### src/rtl/nibble_adder_pkg.sv
// Shared definitions for the nibble-serial adder: slice width, FSM states and
// the operand-width legality check used at elaboration.
package nibble_adder_pkg;

    localparam int NIBBLE_W = 4;

    typedef enum logic {
        IDLE = 1'b0,
        CALC = 1'b1
    } state_t;

    function automatic bit width_ok(input int w);
        return (w >= NIBBLE_W) && ((w % NIBBLE_W) == 0);
    endfunction

endpackage

### src/rtl/nibble_adder.sv
// Combinational 4-bit ripple-carry slice; one carry-out for the whole nibble.
module nibble_adder
    import nibble_adder_pkg::*;
(
    output logic [NIBBLE_W-1:0] sum,
    output logic                c_out,
    input  logic [NIBBLE_W-1:0] a,
    input  logic [NIBBLE_W-1:0] b,
    input  logic                c_in
);

    always_comb begin
        logic c;
        sum = '0;
        c   = c_in;
        for (int i = 0; i < NIBBLE_W; i++) begin
            sum[i] = a[i] ^ b[i] ^ c;
            c      = (a[i] & b[i]) | (c & (a[i] ^ b[i]));
        end
        c_out = c;
    end

endmodule

### src/rtl/nibble_serial_adder.sv
// WIDTH-bit adder built from one 4-bit slice, stepping LS nibble first with the
// carry held in a register between steps; result published only on completion.
module nibble_serial_adder
    import nibble_adder_pkg::*;
#(
    parameter int WIDTH = 16
) (
    input  logic             clk,
    input  logic             rst,
    input  logic             start,
    input  logic [WIDTH-1:0] a,
    input  logic [WIDTH-1:0] b,
    input  logic             c_in,
    output logic             ready,
    output logic             done,
    output logic [WIDTH-1:0] sum,
    output logic             c_out,
    output logic             overflow
);

    localparam int NIBBLES = WIDTH / NIBBLE_W;
    localparam int IDX_W   = (NIBBLES > 1) ? $clog2(NIBBLES) : 1;
    localparam logic [IDX_W-1:0] LAST_IDX = IDX_W'(NIBBLES - 1);

    if (!width_ok(WIDTH)) begin : g_bad_width
        $error("nibble_serial_adder: WIDTH must be a multiple of 4 and at least 4");
    end

    state_t                state;
    logic [IDX_W-1:0]      idx;
    logic                  carry_r;
    logic [WIDTH-1:0]      a_r;
    logic [WIDTH-1:0]      b_r;
    logic [WIDTH-1:0]      acc;
    logic [WIDTH-1:0]      acc_next;
    logic [NIBBLE_W-1:0]   a_nib;
    logic [NIBBLE_W-1:0]   b_nib;
    logic [NIBBLE_W-1:0]   s_nib;
    logic                  co_nib;

    nibble_adder u_slice (
        .sum   (s_nib),
        .c_out (co_nib),
        .a     (a_nib),
        .b     (b_nib),
        .c_in  (carry_r)
    );

    // Merge the nibble being produced this cycle so the final step can publish
    // the full result in the same edge that writes its last nibble.
    always_comb begin
        a_nib    = a_r[idx*NIBBLE_W +: NIBBLE_W];
        b_nib    = b_r[idx*NIBBLE_W +: NIBBLE_W];
        acc_next = acc;
        acc_next[idx*NIBBLE_W +: NIBBLE_W] = s_nib;
    end

    assign ready = (state == IDLE);

    always_ff @(posedge clk or posedge rst) begin
        if (rst) begin
            state    <= IDLE;
            idx      <= '0;
            carry_r  <= 1'b0;
            a_r      <= '0;
            b_r      <= '0;
            acc      <= '0;
            done     <= 1'b0;
            sum      <= '0;
            c_out    <= 1'b0;
            overflow <= 1'b0;
        end else begin
            done <= 1'b0;
            case (state)
                IDLE: begin
                    if (start) begin
                        a_r     <= a;
                        b_r     <= b;
                        carry_r <= c_in;
                        idx     <= '0;
                        state   <= CALC;
                    end
                end
                CALC: begin
                    acc     <= acc_next;
                    carry_r <= co_nib;
                    if (idx == LAST_IDX) begin
                        sum      <= acc_next;
                        c_out    <= co_nib;
                        overflow <= (a_r[WIDTH-1] == b_r[WIDTH-1]) &&
                                    (acc_next[WIDTH-1] != a_r[WIDTH-1]);
                        done     <= 1'b1;
                        idx      <= '0;
                        state    <= IDLE;
                    end else begin
                        idx <= idx + 1'b1;
                    end
                end
                default: state <= IDLE;
            endcase
        end
    end

endmodule

### config.mk
export PLATFORM = sky130hd
export DESIGN_NAME = nibble_serial_adder
export DESIGN_NICKNAME = d
export VERILOG_FILES = /design/src/rtl/nibble_adder_pkg.sv /design/src/rtl/nibble_adder.sv /design/src/rtl/nibble_serial_adder.sv
export SDC_FILE = /design/constraint.sdc
export NUM_CORES = 1
export LEC_CHECK = 0
export CORE_ASPECT_RATIO = 1.25
export CORE_MARGIN = 1
export CORE_UTILIZATION = 48
export DETAILED_ROUTE_END_ITERATION = 10
export GPL_TIMING_DRIVEN = 1
export PLACE_DENSITY = 0.74
export SLEW_MARGIN = 5
export SYNTH_ARGS = -nofsm -noshare
export SYNTH_HDL_FRONTEND = slang
export SYNTH_SLANG_ARGS = --single-unit
### constraint.sdc
create_clock -name clk -period 8.7 [get_ports clk]
set_input_delay 1.74 -clock clk [delete_from_list [all_inputs] [get_ports clk]]
set_output_delay 1.74 -clock clk [all_outputs]
set_load 0.1 [all_outputs]
### Yosys cells after proc, flatten, opt, wreduce, memory -nomap -nowiden

Index checks and enable logic that the tools add are counted.

* output and inout bits: 20
* bits of input ports: 36
* logic and storage cells: 55
* register bits: 71

* shift-type cells: 4
* reductions and logical operators: 3
* add/sub/neg operators: 2
* bitwise gates (word level): 21
* muxes and demuxes: 11
* equal/unequal tests: 4

Operators by type and width (number)
* $neg A4 Y34: 1
* $shift A4 B34 Y16 const A: 1
* $shiftx A4 B34 Y16: 1
* $shiftx A16 B5 Y4: 2
* $bwmux W16: 1
* $and A1 B1 Y1: 8
* $xor A1 B1 Y1: 8
* $mux W1: 5
* $mux W2: 2
* $or A1 B1 Y1: 4
* $pmux W1 S2: 2
* $pmux W2 S2: 1
* $reduce_and A2 Y1: 2
* $add A2 B1 Y2 const B: 1
* $eq A2 B2 Y1 const B: 1
* $ne A2 B2 Y1 const B: 1
* $eq A1 B1 Y1: 1
* $logic_and A1 B1 Y1: 1
* $ne A1 B1 Y1: 1
* $not A1 Y1: 1

### Depth between registers and ports, before layout

* depth in word-level cells: 13
* mapped depth: 13
* mapped depth without buffers: 12

### Hierarchy

From an unflattened synthesis, not the netlist that was laid out.

* cell total of the unflattened synthesis: 232
* area total of the unflattened synthesis: 3089.2 µm²

By module, submodules not included
* nibble_serial_adder: area an instance 2971.6 µm², cells an instance 218, sequential area each 1676.6 µm², times used 1
* nibble_adder: area an instance 117.6 µm², cells an instance 14, sequential area each 0.0 µm², times used 1

### Least setup slack after synthesis

No wires, ideal clock.

* path type: flip-flop to flip-flop
* from: register idx[0]
* to: register sum[15]
* setup time: 120 ps
* buffers on the path: 1
* path slack: 5578 ps
* cell stages (with the launch flop): 14
* data arrival time: 3003 ps
* clock period less this slack: 3122 ps
* data required time: 8580 ps
* cell sequence: dfrtp_1 buf_6 mux4_2 inv_1 fa_1 inv_1 fa_1 inv_1 fa_1 inv_1 fa_1 and4bb_2 and2_1 a21o_1

* word-level cells in the longest chain between the ends: 11
* elaborated cells on any way between the ends: 25
* classes of those cells: 1 x add/sub; 1 x eq/ne; 4 x shift; 1 x mux; 17 x bitwise; 1 x reduce/logical

RTL lines
* start, declared: line nibble_serial_adder.sv:30 `logic [IDX_W-1:0] idx;`
* start signal, assigned: line nibble_serial_adder.sv:96 `idx <= idx + 1'b1;`
* $shiftx A16 B5 Y4 (on tied branches): line nibble_serial_adder.sv:52, nibble_serial_adder.sv:53
* $xor A1 B1 Y1: line nibble_adder.sv:17, nibble_adder.sv:18
* $and A1 B1 Y1: line nibble_adder.sv:18 `c = (a[i] & b[i]) | (c & (a[i] ^ b[i]));`
* $or A1 B1 Y1: line nibble_adder.sv:18
* $and A1 B1 Y1: line nibble_adder.sv:18
* $or A1 B1 Y1: line nibble_adder.sv:18
* $and A1 B1 Y1: line nibble_adder.sv:18
* $or A1 B1 Y1: line nibble_adder.sv:18
* $xor A1 B1 Y1: line nibble_adder.sv:17 `sum[i] = a[i] ^ b[i] ^ c;`
* $shiftx A4 B34 Y16: line nibble_serial_adder.sv:55 `acc_next[idx*NIBBLE_W +: NIBBLE_W] = s_nib;`
* $bwmux W16: line nibble_serial_adder.sv:55
* end signal, assigned: line nibble_serial_adder.sv:88 `sum <= acc_next;`
* end, declared: line nibble_serial_adder.sv:16 `output logic [WIDTH-1:0] sum,`

Several ways; a longest one is shown, not always the timed one.
A chain may end at the register's enable or synchronous reset.

### Final worst setup path

* from: register state
* to: output port ready

* word-level cells in the longest chain between the ends: 1

RTL lines
* start, declared: line nibble_serial_adder.sv:29 `state_t state;`
* start signal, assigned: line nibble_serial_adder.sv:62 `state <= IDLE;`
* start signal, assigned: line nibble_serial_adder.sv:81 `state <= CALC;`
* start signal, assigned: line nibble_serial_adder.sv:94 `state <= IDLE;`
* $not A1 Y1 (no line)
* end, declared: line nibble_serial_adder.sv:14 `output logic ready,`

No other way between the ends.

==> results by group <==
Placed design
  • HPWL Detailed: 4016 µm
  • Placed Area: 3799 µm²
  • PortBufs: 55
  • Post-Place Cells: 381
  • RD Place Congestion: 0.7524

Synth
  • Post-Synth Adder-Cell Area: 4.434%
  • Share of the synthesized area in the top cell type: 52.12%
  • Mux cell area share after synthesis: 21.16%
  • Sequential cell area fraction in the yosys report: 52.12%
  • FF+latch count, synth: 67
  • Post-synth top area cell: dfrtp_1
  • Mapped Nets: 295
  • Average cell area after synthesis: 12.87 µm²
  • XOR/XNOR Fraction of Synth Area: 0%
  • Synthesized area: 3217 µm²
  • Syn Inst Count: 250
  • Combinational family with the most area after synthesis: multiplexers
  • Top cells by area, synth: dfrtp_1 52%, mux2_4 14%, mux4_2 5.6%, nand2_1 3.7%, o21ai_0 3.6%
  • Yosys cell types: 33
  • Post-synthesis compound-gate area fraction: 7.818%
  • Synth Area in Simple Gates: 9.568%
  • Ys Warns: 0

Clock tree
  • CTS Root Cell: clkbuf_8
  • Htree depth: 3
  • Post-CTS Setup Repair Bufs: 0
  • CTS tree: done
  • Cts bufs inserted: 9
  • CTS clock-pin slew for the worst setup and hold paths: 0.08 ns
  • Num Clock Sinks: 67
  • Cts hold-fix bufs: 0
  • Post-CTS sizing: 0
  • Maximum clock insertion buffer count: 2
  • Clock latency on the worst-skew pair: 0.34 ns

STA
  • Final min period: 4.087 ns
  • Clk_skew: 0.008784 ns
  • Final Hold Fails: 0
  • Final setup viols: 0
  • Worst-margin pin slew: 1.204 ns
  • Max Freq: 244.7 MHz
  • Tcrit/Tclk final: 46.97%
  • Slew HR: 19.58%
  • Post-Route Setup TNS: 0 ns
  • Slew Limit Fails: 0
  • RSZ-0062 raised after global routing: no

Global routing
  • Vias in the first global route: 1984
  • First-pass GRT wire length: 9377 µm
  • Grt ovf: 0
  • Initial antenna violation count: 0
  • Largest net degree at the start of global routing: 68
  • Gr usage total: 18.39%

Critical path
  • Worst Setup End Kind: output pin
  • Worst Path Required: 6.96 ns
  • Worst r2r src: idx[0]$_DFFE_PP0P_
  • CP Class: reg -> out
  • Critical Path AT: 2.35 ns
  • Crit path max fanout: 17
  • Startpoint Class: register
  • Worst Setup SP: state$_DFF_PP0_

Floorplan
  • Core area: 6524 µm²
  • IO Pins: 56
  • Initial Utilization: 49.31%
  • Overall die height: 93.53 µm
  • Die width: 75.22 µm
  • # rows: 33
  • Die area: 7035 µm²

Drt
  • Post-route ant nets: 0
  • Drt total wl: 5662 µm
  • Via density: 5.093
  • 1st-pass router iterations: 4
  • Vias: 2022
  • Residual DRC count: 0
  • Avg WL per Cell: 14.26 µm
  • Initial DRC Count: 107

Hold path
  • Worst Hold Launch: sum[10]$_DFFE_PP0P_
  • Worst Hold Class: reg -> reg

Finish
  • Share of layout cells above drive strength 1: 21.29%
  • Design area: 4039 µm²
  • Final nets: 350
  • Most frequent cells in the layout: 67 x dfrtp_1, 55 x clkdlybuf4s50_1, 32 x nand2_1, 29 x mux2_4, 23 x o21ai_0
  • Commonest non-fill, non-tap cell in the layout: dfrtp_1
  • Area growth, synth to finish: 25.55%
  • Non-Filler Instances: 397
  • Inserted Diodes: 0

Flow run
  • Max Cap Violations: 0

Status
  • Outcome: completed
[per-layer routing]
layer	wire length, µm	GRT usage, %
met1	2535	23.29
met2	2767	28.38
met5	0	0
met3	206	5.172
met4	154	9.568
[final timing paths]
| check | endpoint | slack (ns) | cells after the start |
|---|---|---|---|
| hold reg to reg | sum[10]$_DFFE_PP0P_ | 0.48 | 2 |
| hold / removal | sum[10]$_DFFE_PP0P_ | 0.48 | 2 |
| setup reg to reg | overflow$_DFFE_PP0P_ | 5.05 | 13 |
| min in group asynchronous | a_r[4]$_DFFE_PP0P_ | 1.95 | 3 |
| setup / recovery | ready | 4.61 | 2 |
| max in group asynchronous | b_r[11]$_DFFE_PP0P_ | 6.21 | 3 |
[Yosys cell counts, drive strengths merged]
master / number
dfrtp: 67
mux2: 33
nand2: 33
o21ai: 26
inv: 16
nor2b: 13
a21oi: 12
buf: 9
mux4: 8
ha: 5
clkbuf: 4
fa: 4
a32o: 3
and4bb: 3
and2: 2
mux2i: 2
or3: 2
a21o: 1
a22o: 1
and4b: 1
nand2b: 1
nor2: 1
nor3: 1
o21bai: 1
o31ai: 1
[cells by family after synthesis]
| logic type | Yosys count |
|---|---|
| buffers and inverters | 29 |
| DFF | 67 |
| adders and majority gates | 9 |
| muxes | 43 |
| and+or+nand+nor | 57 |
| AOI/OAI and AO/OA | 45 |
[per-stage QoR]
stage	hold WS, ns	util, %	setup slack, ns
3_5_place_dp	0.4674	58.23	4.846
5_1_grt	0.5041	61.91	4.519
2_1_floorplan	0.4422	-	5.277
3_3_place_gp	0.4548	58.23	4.891
4_1_cts	0.4804	61.91	4.597
6_report	0.4779	61.91	4.613
[area by class of cell]
| type | instances | area [µm²] |
|---|---|---|
| Clock buffer | 9 | 123.9 |
| Multi-Input combinational cell | 154 | 1388 |
| Fill cell | 557 | 2485 |
| Sequential cell | 67 | 1677 |
| Tap cell | 87 | 108.9 |
| Clock inverter | 7 | 116.4 |
| Inverter | 16 | 60.06 |
| Timing Repair Buffer | 57 | 565.5 |
[worst max-delay path, cell delays in order (launching register included)]
cell	delay, ns
dfrtp_1	0.63
inv_1	0.22
clkdlybuf4s50_1	1.15
[registers in the layout (all words and copies together), names as in the netlist]
signal    cells
a_r          16
acc          12
b_r          16
c_out         1
carry_r       1
done          1
idx           2
overflow      1
state         1
sum          16
Power is not shown: default switching activity piles up to over one toggle a cycle in this logic, so the estimate is an artifact.
